==> config.mk <==
export PLATFORM = sky130hd
export DESIGN_NAME = picorv32_unified_mem_arbiter
export DESIGN_NICKNAME = d
export VERILOG_FILES = /design/src/rtl/picorv32_unified_mem_arbiter.sv
export SDC_FILE = /design/constraint.sdc
export NUM_CORES = 1
export LEC_CHECK = 0
export ABC_AREA = 1
export BUFFER_PORTS_ARGS = -buffer_cell sky130_fd_sc_hd__buf_4
export CAP_MARGIN = 15
export CORE_AREA = 2 2 134 136
export CTS_CLUSTER_DIAMETER = 200
export DETAILED_ROUTE_END_ITERATION = 10
export DIE_AREA = 0 0 136 138
export GPL_TIMING_DRIVEN = 0
export PLACE_DENSITY_LB_ADDON = 0.1
export SKIP_LAST_GASP = 1
export SLEW_MARGIN = 20
export SYNTH_ARGS = -nofsm -noshare
export SYNTH_HDL_FRONTEND = slang
export SYNTH_SLANG_ARGS = --single-unit
==> constraint.sdc <==
create_clock -name clk_i -period 1.91 [get_ports clk_i]
set_clock_uncertainty 0.15 [all_clocks]
set_input_delay 0.0955 -clock clk_i [delete_from_list [all_inputs] [get_ports clk_i]]
set_output_delay 0.0955 -clock clk_i [all_outputs]
set_load 0.005 [all_outputs]
==> src/rtl/picorv32_unified_mem_arbiter.sv <==
// Round-robin arbiter sharing one single-port SRAM between the picorv32 instruction and
// data ports, with address range checking, one-cycle response routing and a conflict counter.
module picorv32_unified_mem_arbiter #(
  parameter logic [31:0] BaseAddr   = 32'h8000_0000,
  parameter int unsigned DepthWords = 32'd1 << 20,
  parameter int unsigned CntWidth   = 32'd32
) (
  input  logic                clk_i,
  input  logic                rst_ni,
  input  logic                i_req_i,
  output logic                i_gnt_o,
  input  logic [31:0]         i_addr_i,
  input  logic                i_we_i,
  input  logic [31:0]         i_wdata_i,
  input  logic [3:0]          i_strb_i,
  output logic                i_rvalid_o,
  output logic [31:0]         i_rdata_o,
  output logic                i_err_o,
  input  logic                d_req_i,
  output logic                d_gnt_o,
  input  logic [31:0]         d_addr_i,
  input  logic                d_we_i,
  input  logic [31:0]         d_wdata_i,
  input  logic [3:0]          d_strb_i,
  output logic                d_rvalid_o,
  output logic [31:0]         d_rdata_o,
  output logic                d_err_o,
  output logic                sram_req_o,
  output logic                sram_we_o,
  output logic [31:0]         sram_addr_o,
  output logic [31:0]         sram_wdata_o,
  output logic [3:0]          sram_strb_o,
  input  logic [31:0]         sram_rdata_i,
  output logic [CntWidth-1:0] conflict_cnt_o
);

  localparam logic OwnerI = 1'b0;
  localparam logic OwnerD = 1'b1;

  // Bounds held in 33 bits so the upper limit cannot wrap past 2^32.
  localparam logic [32:0] AddrLo = {1'b0, BaseAddr};
  localparam logic [32:0] AddrHi = AddrLo + (33'(DepthWords) << 2);

  function automatic logic addr_in_range(input logic [31:0] addr);
    logic [32:0] wide_addr;
    wide_addr = {1'b0, addr};
    return (wide_addr >= AddrLo) && (wide_addr < AddrHi);
  endfunction

  logic                last_r;
  logic                rsp_valid_r;
  logic                rsp_owner_r;
  logic                rsp_err_r;
  logic                rsp_we_r;
  logic [CntWidth-1:0] cnt_r;

  logic        i_gnt_s;
  logic        d_gnt_s;
  logic        gnt_any_s;
  logic        sel_owner_s;
  logic [31:0] sel_addr_s;
  logic        sel_we_s;
  logic [31:0] sel_wdata_s;
  logic [3:0]  sel_strb_s;
  logic        sel_in_range_s;
  logic [31:0] word_idx_s;
  logic [31:0] rsp_data_s;

  // Grant selection: a lone requester wins, on conflict the side not served last wins.
  always_comb begin
    i_gnt_s = 1'b0;
    d_gnt_s = 1'b0;
    if (i_req_i && d_req_i) begin
      if (last_r == OwnerD) begin
        i_gnt_s = 1'b1;
      end else begin
        d_gnt_s = 1'b1;
      end
    end else if (i_req_i) begin
      i_gnt_s = 1'b1;
    end else if (d_req_i) begin
      d_gnt_s = 1'b1;
    end else begin
      i_gnt_s = 1'b0;
      d_gnt_s = 1'b0;
    end
  end

  // Request field mux for the granted side.
  always_comb begin
    gnt_any_s   = i_gnt_s | d_gnt_s;
    sel_owner_s = OwnerI;
    sel_addr_s  = i_addr_i;
    sel_we_s    = i_we_i;
    sel_wdata_s = i_wdata_i;
    sel_strb_s  = i_strb_i;
    if (d_gnt_s) begin
      sel_owner_s = OwnerD;
      sel_addr_s  = d_addr_i;
      sel_we_s    = d_we_i;
      sel_wdata_s = d_wdata_i;
      sel_strb_s  = d_strb_i;
    end else begin
      sel_owner_s = OwnerI;
    end
    sel_in_range_s = addr_in_range(sel_addr_s);
    word_idx_s     = (sel_addr_s - BaseAddr) >> 2;
  end

  // SRAM port drive; everything is held at zero unless an in-range access is granted.
  always_comb begin
    sram_req_o   = 1'b0;
    sram_we_o    = 1'b0;
    sram_addr_o  = 32'd0;
    sram_wdata_o = 32'd0;
    sram_strb_o  = 4'd0;
    if (gnt_any_s && sel_in_range_s) begin
      sram_req_o   = 1'b1;
      sram_we_o    = sel_we_s;
      sram_addr_o  = word_idx_s;
      sram_wdata_o = sel_wdata_s;
      sram_strb_o  = sel_strb_s;
    end else begin
      sram_req_o   = 1'b0;
    end
  end

  // Round-robin pointer, response pipeline stage and saturating conflict counter.
  always_ff @(posedge clk_i or negedge rst_ni) begin
    if (!rst_ni) begin
      last_r      <= OwnerD;
      rsp_valid_r <= 1'b0;
      rsp_owner_r <= OwnerI;
      rsp_err_r   <= 1'b0;
      rsp_we_r    <= 1'b0;
      cnt_r       <= '0;
    end else begin
      rsp_valid_r <= gnt_any_s;
      if (gnt_any_s) begin
        last_r      <= sel_owner_s;
        rsp_owner_r <= sel_owner_s;
        rsp_err_r   <= ~sel_in_range_s;
        rsp_we_r    <= sel_we_s;
      end else begin
        rsp_err_r   <= 1'b0;
        rsp_we_r    <= 1'b0;
      end
      if (i_req_i && d_req_i && !(&cnt_r)) begin
        cnt_r <= cnt_r + CntWidth'(1);
      end else begin
        cnt_r <= cnt_r;
      end
    end
  end

  // Route the pending response to its owner; writes and errors return zero data.
  always_comb begin
    rsp_data_s = 32'd0;
    i_rvalid_o = 1'b0;
    d_rvalid_o = 1'b0;
    i_rdata_o  = 32'd0;
    d_rdata_o  = 32'd0;
    i_err_o    = 1'b0;
    d_err_o    = 1'b0;
    if (rsp_valid_r && !rsp_err_r && !rsp_we_r) begin
      rsp_data_s = sram_rdata_i;
    end else begin
      rsp_data_s = 32'd0;
    end
    if (rsp_valid_r) begin
      case (rsp_owner_r)
        OwnerI: begin
          i_rvalid_o = 1'b1;
          i_rdata_o  = rsp_data_s;
          i_err_o    = rsp_err_r;
        end
        OwnerD: begin
          d_rvalid_o = 1'b1;
          d_rdata_o  = rsp_data_s;
          d_err_o    = rsp_err_r;
        end
        default: begin
          i_rvalid_o = 1'b0;
          d_rvalid_o = 1'b0;
        end
      endcase
    end else begin
      i_rvalid_o = 1'b0;
    end
  end

  assign i_gnt_o        = i_gnt_s;
  assign d_gnt_o        = d_gnt_s;
  assign conflict_cnt_o = cnt_r;

endmodule

Yosys cells after proc, flatten, opt, wreduce, memory -nomap -nowiden
Index checks and enable logic that the tools add are counted.
{"block": "op_classes", "addsub": 2, "n_lt_le_gt_ge": 2, "muxes": 32, "bitwise_logic": 2, "n_reduce_logical": 10}
{"cell": "32-bit two-way mux", "count": 8}
{"cell": "32-bit by 1-bit adder with 32-bit output (second input constant)", "count": 1}
{"cell": "32-bit greater-or-equal comparator (second input constant)", "count": 1}
{"cell": "32-bit less-than comparator (second input constant)", "count": 1}
{"cell": "32-bit AND reduction", "count": 1}
{"cell": "32-bit subtractor (second input constant)", "count": 1}
{"cell": "30-bit two-way mux", "count": 1}
{"cell": "1-bit two-way mux", "count": 21}
{"cell": "4-bit two-way mux", "count": 2}
{"cell": "1-bit logical AND", "count": 6}
{"cell": "1-bit zero test", "count": 3}
{"cell": "1-bit inverter", "count": 1}
{"cell": "1-bit bitwise OR", "count": 1}
{"block": "word_totals", "reg_bits": 37, "input_bits": 174, "out_inout_bits": 172}

Logic depth before layout (Yosys ltp)
{"block": "logic_depth", "word_depth": 8, "ltp_mapped": 11, "ltp_nobuf": 10}

Worst setup path after synthesis
Ideal clock, no wire load.
{"block": "synth_timing", "path_kind": "register -> register", "from": "register cnt_r[0], in the netlist conflict_cnt_o[0]", "to": "register cnt_r[31], in the netlist conflict_cnt_o[31]", "setup_ns": 0.117, "arrival_ns": 1.671, "required_time_ns": 1.643, "path_slack_ns": -0.027, "stages_incl_launch_ff": 12, "path_buffers": 1, "cell_sequence": "dfrtp_1 -> ha_1 -> inv_1 -> nor2_4 -> nand2_1 -> nor2_2 -> nand2_1 -> nand2_2 -> inv_2 -> buf_2 -> nand2_1 -> nand2_1"}
{"block": "synth_between", "elab_chain_cells": 3, "word_cells_on_any_way": 4}
{"element": "start, declared", "line": "55", "text": "logic [CntWidth-1:0] cnt_r;"}
{"element": "start signal, assigned", "line": "149", "text": "cnt_r <= cnt_r + CntWidth'(1);"}
{"element": "start signal, assigned", "line": "151", "text": "cnt_r <= cnt_r;"}
{"element": "branches (longest 3 deep; another with 32-bit by 1-bit adder with 32-bit output)"}
Parallel ways; which one is timed is not known.
A chain may end at the register's enable or synchronous reset.

Worst setup path after layout
{"block": "layout_timing", "from": "register last_r", "to": "output port sram_addr_o[10]"}
{"block": "layout_between", "elab_chain_cells": 7, "word_cells_on_any_way": 12}
{"element": "start, declared", "line": "50", "text": "logic last_r;"}
{"element": "start signal, assigned", "line": "131", "text": "last_r <= OwnerD;"}
{"element": "start signal, assigned", "line": "140", "text": "last_r <= sel_owner_s;"}
{"element": "1-bit two-way mux", "line": "74", "text": "if (last_r == OwnerD) begin"}
{"element": "1-bit two-way mux", "line": "73", "text": "if (i_req_i && d_req_i) begin"}
{"element": "32-bit two-way mux", "line": "97", "text": "if (d_gnt_s) begin"}
{"element": "32-bit greater-or-equal comparator / 32-bit less-than comparator (equally long branches)", "line": "47", "text": "return (wide_addr >= AddrLo) && (wide_addr < AddrHi);"}
{"element": "1-bit logical AND", "line": "47"}
{"element": "1-bit logical AND", "line": "117", "text": "if (gnt_any_s && sel_in_range_s) begin"}
{"element": "30-bit two-way mux *", "line": "117"}
{"element": "end, declared", "line": "30", "text": "output logic [31:0] sram_addr_o,"}
Mark *: on every way between the ends. The rest lies on a longest branch, timed or not.

==> impl.org <==
** Route
- The first routing iteration left 234 violations.
- The first detailed-routing pass took 4 iterations.
- In the routed design, unresolved DRC markers number 0.
- For this block, the via count after detailed routing is 6047.
- Dividing the detail-routed wire length by the instance count gives 13.8 um.
- After detailed routing, the total wire length is 20000 um.
- Via-per-instance ratio :: 4.17
- In this run the remaining antenna-violating nets after routing total 0.

** STA
- Max Slew Vio Count :: 0
- Fin Setup TNS :: -21320 ps
- Unrepaired setup endpoints after global routing :: yes
- Across all setup checks in the final design, the least slack found is -397 ps.
- Final setup fails :: 58
- Minimum period implied by the final worst setup slack :: 2310 ps
- The final number of hold-violating endpoints is 0.
- Fmax :: 433 MHz
- Final cycle utilization of the critical path :: 121%
- Hold_ws :: approximately 23 ps

** Logic synthesis
- Register bit count reported by yosys :: 37
- The portion of synthesized area spent on multiplexers is 0%.
- For this run, the number of Yosys warnings is 0.
- After Yosys synthesis, and, or, nand and nor cells account for 60.6% of the synthesized area.
- Number of unique standard cell types used by synthesis :: 28
- Cell count after synthesis :: 847
- Dividing the synthesized area by the synthesized cell count gives about 5.3 sq um.
- Seq/Total Area, Yosys :: 20.8%
- The mapped netlist covers 0.00445 sq mm.
- Of the total synthesized cell area, the portion taken by XOR and XNOR cells is 2.36%.
- Arithmetic-cell share of the synthesized area counting full adders, half adders and majority gates :: 0.281%
- Synthesized-area fraction occupied by ao, oa, aoi and oai cells :: 0.900%
- Dominant combinational cell family by area after synthesis :: simple AND/OR/NAND/NOR gates

** Floorplanning
- The die is 136 um wide.
- In this run the count of I/O pins placed on the die edge is 346.
- Placeable core region :: about 0.018 sq mm
- For this configuration, the core starts out at a cell density of 25.4%.
- Placement row count :: between 40 and 50
- The die is 138 um tall.
- The floorplan step defined a die boundary enclosing 0.0188 sq mm.

** Clock network
- H-tree levels :: 2
- The longest clock path from root to sink contains 2 buffers.
- Sinks on Clock Net :: 37
- Clock tree from TritonCTS :: done
- The clock reaches the later pin of the worst-skew pair after 280 ps.
- Clock-pin slew was measured on the worst setup and hold paths at 50 ps.
- Clock tree synthesis selected as its root buffer the cell sky130_fd_sc_hd__clkbuf_16.
- In this run, CTS created clock tree buffers numbering 5.

** Setup path
- Crit path launch type :: flop
- Data on the critical path is required at its endpoint by about 1700 ps.
- Worst EP arrival :: 2060 ps
- Critical path type :: flop to output port
- Endpoint type of the worst setup path :: output port
- Of all nets on the critical path, the largest fanout is 10.

** Min path
- The min-delay analysis places its worst path in the category primary input to flop.

** Power and ir drop
- Power spread over the standard cell area amounts to 368 mW/mm^2.
- The worst-case IR drop observed on VDD is between 0.2 and 0.3 mV.
- Reported leakage power :: 4.55 nW

** Placed design
- Hpwl dp :: 16400 um
- In this run, placement finished with an instance count of 1415.
- Routability-driven placement finished with a final weighted congestion of around 0.85.
- I/O Buffers :: 328
- Worst slack at placement :: -441 ps

** GRT
- Overall track demand over capacity in global routing :: 20.5%
- Number of antenna violations at the first check in global routing :: 0
- First-pass GRT wire length :: 30400 um
- The total overflow left after global routing is 0.
- Entering global routing, the biggest net connects 38 pins.
- The number of global-route vias before repair was 5744.

** Final layout
- Share of post-route cells with drive strength above 1 :: 41.8%
- The finished layout holds 1451 standard cells, fillers aside.
- Final core area utilization :: 47.2%
- Diodes inserted :: 0
- Area overhead of the layout relative to synthesis :: 85.8%
- At the end of the flow, the number of nets in the layout was 1396.

** Outcome
- The checks that failed: setup timing.
- The run finished, with violations left.

** Job
- Max-cap violations :: 0
-- report_power, final --
part	switching [W]	leakage [nW]	internal, W
clock	0.000326	0.0799	0.000553
combinational	0.000651	4.01	0.000604
sequential	0.0000663	0.451	0.000839
-- cells in the final DEF, fill, tap and decap left out, drive strengths merged --
master       instances
nand2              427
buf                386
nor2               182
inv                102
dfrtp               36
clkbuf              22
nand3               21
conb                12
xor2                 7
o21ai                7
nand3b               5
xnor2                5
nand4                2
dlygate4sd3          2
nor3                 2
a21oi                1
ha                   1
clkinv               1
dfstp                1
-- synthesized netlist by cell type --
cell / number / area (sq um)
sky130_fd_sc_hd__nor2_1: 149 / 559
sky130_fd_sc_hd__nand3b_1: 5 / 37.5
sky130_fd_sc_hd__nor3_1: 2 / 10.0
sky130_fd_sc_hd__buf_8: 3 / 45.0
sky130_fd_sc_hd__buf_4: 12 / 90.1
sky130_fd_sc_hd__nand3_2: 1 / 10.0
sky130_fd_sc_hd__nand2_1: 424 / 1590
sky130_fd_sc_hd__buf_1: 5 / 18.8
sky130_fd_sc_hd__nand4_1: 2 / 12.5
sky130_fd_sc_hd__xnor2_1: 5 / 43.8
sky130_fd_sc_hd__nand2_4: 2 / 22.5
sky130_fd_sc_hd__a21oi_1: 1 / 5.00
sky130_fd_sc_hd__dfstp_2: 1 / 26.3
sky130_fd_sc_hd__buf_6: 2 / 22.5
sky130_fd_sc_hd__buf_2: 9 / 45.0
sky130_fd_sc_hd__xor2_1: 7 / 61.3
sky130_fd_sc_hd__nand3_1: 20 / 100
sky130_fd_sc_hd__clkbuf_1: 16 / 60.1
sky130_fd_sc_hd__inv_1: 101 / 379
sky130_fd_sc_hd__nand2_2: 1 / 6.26
sky130_fd_sc_hd__o21ai_0: 6 / 30.0
sky130_fd_sc_hd__conb_1: 1 / 3.75
sky130_fd_sc_hd__ha_1: 1 / 12.5
sky130_fd_sc_hd__inv_2: 1 / 3.75
sky130_fd_sc_hd__dfrtp_1: 36 / 901
sky130_fd_sc_hd__nor2_4: 28 / 315
sky130_fd_sc_hd__nor2_2: 5 / 31.3
sky130_fd_sc_hd__o21ai_1: 1 / 5.00
-- registers in the layout, summed over array words and instances (netlist names) --
register	count
last_r	1
rsp_we_r	1
rsp_owner_r	1
rsp_err_r	1
rsp_valid_r	1
conflict_cnt_o	32
-- metal layers --
metal | share of wire (%) | global-route usage [%] | vias up
li1 | - | - | 3189
met1 | 40 | 23.5 | 2663
met2 | 52 | 37.7 | 177
met3 | 6.8 | 5.35 | 18
met4 | 1.6 | 3.95 | 0
met5 | 0 | 0 | -
-- cell type report --
type | count | area, sq um
flip-flops and latches | 37 | 960
plain buffers | 45 | 378
inverters | 102 | 388
repair buffers | 358 | 2910
well taps | 229 | 287
multi-input cells | 672 | 3190
fillers | 2001 | 9270
clock buffers | 7 | 153
clock inverters | 1 | 5.00
-- worst max-delay path: stages (launching register included) --
cell and delay [ps]:
sky130_fd_sc_hd__dfstp_2 550, sky130_fd_sc_hd__nand2_4 60, sky130_fd_sc_hd__nand2_4 90, sky130_fd_sc_hd__buf_8 130, sky130_fd_sc_hd__nand2_4 50, sky130_fd_sc_hd__nand2_2 50
sky130_fd_sc_hd__nand2_2 60, sky130_fd_sc_hd__nor2_4 150, sky130_fd_sc_hd__nand3_4 110, sky130_fd_sc_hd__buf_12 170, sky130_fd_sc_hd__buf_12 160, sky130_fd_sc_hd__nor2_4 80
sky130_fd_sc_hd__buf_4 110
-- stage by stage --
step,power [W],area (sq um)
5_1_grt,0.00325,8270
6_report,0.00304,8270
2_1_floorplan,0.00147,4490
3_3_place_gp,0.00203,7240
3_5_place_dp,0.00204,7240
4_1_cts,0.00303,7870
-- kinds of logic after synthesis --
group	after synthesis
fa+ha+maj	1
simple gates	639
buf+inv	149
other cells	1
compound gates	8
flops	37
xor+xnor	12
-- worst paths after layout --
path / startpoint / end / slack, ps / cells past startpoint
setup / recovery: last_r / sram_addr_o[10] / -400 / 12
hold / removal: i_req_i / rsp_valid_r / 20 / 3
setup reg to reg: conflict_cnt_o[1] / conflict_cnt_o[25] / 130 / 11
hold reg to reg: last_r / last_r / 340 / 2
max in group asynchronous: rst_ni / conflict_cnt_o[26] / 1060 / 2
min in group asynchronous: rst_ni / conflict_cnt_o[23] / 170 / 2
-- repair_timing --
item                                    4_1_cts  5_1_grt
setup buffers                                18        6
endpoints found under the hold margin        38        0
endpoints found under the setup margin      148      147
pin swaps                                     6        7
resized for setup                            92       97
hold buffers                                  2        0
gates cloned                                  2        2
Note: power is estimated with default switching activity, not from simulation.
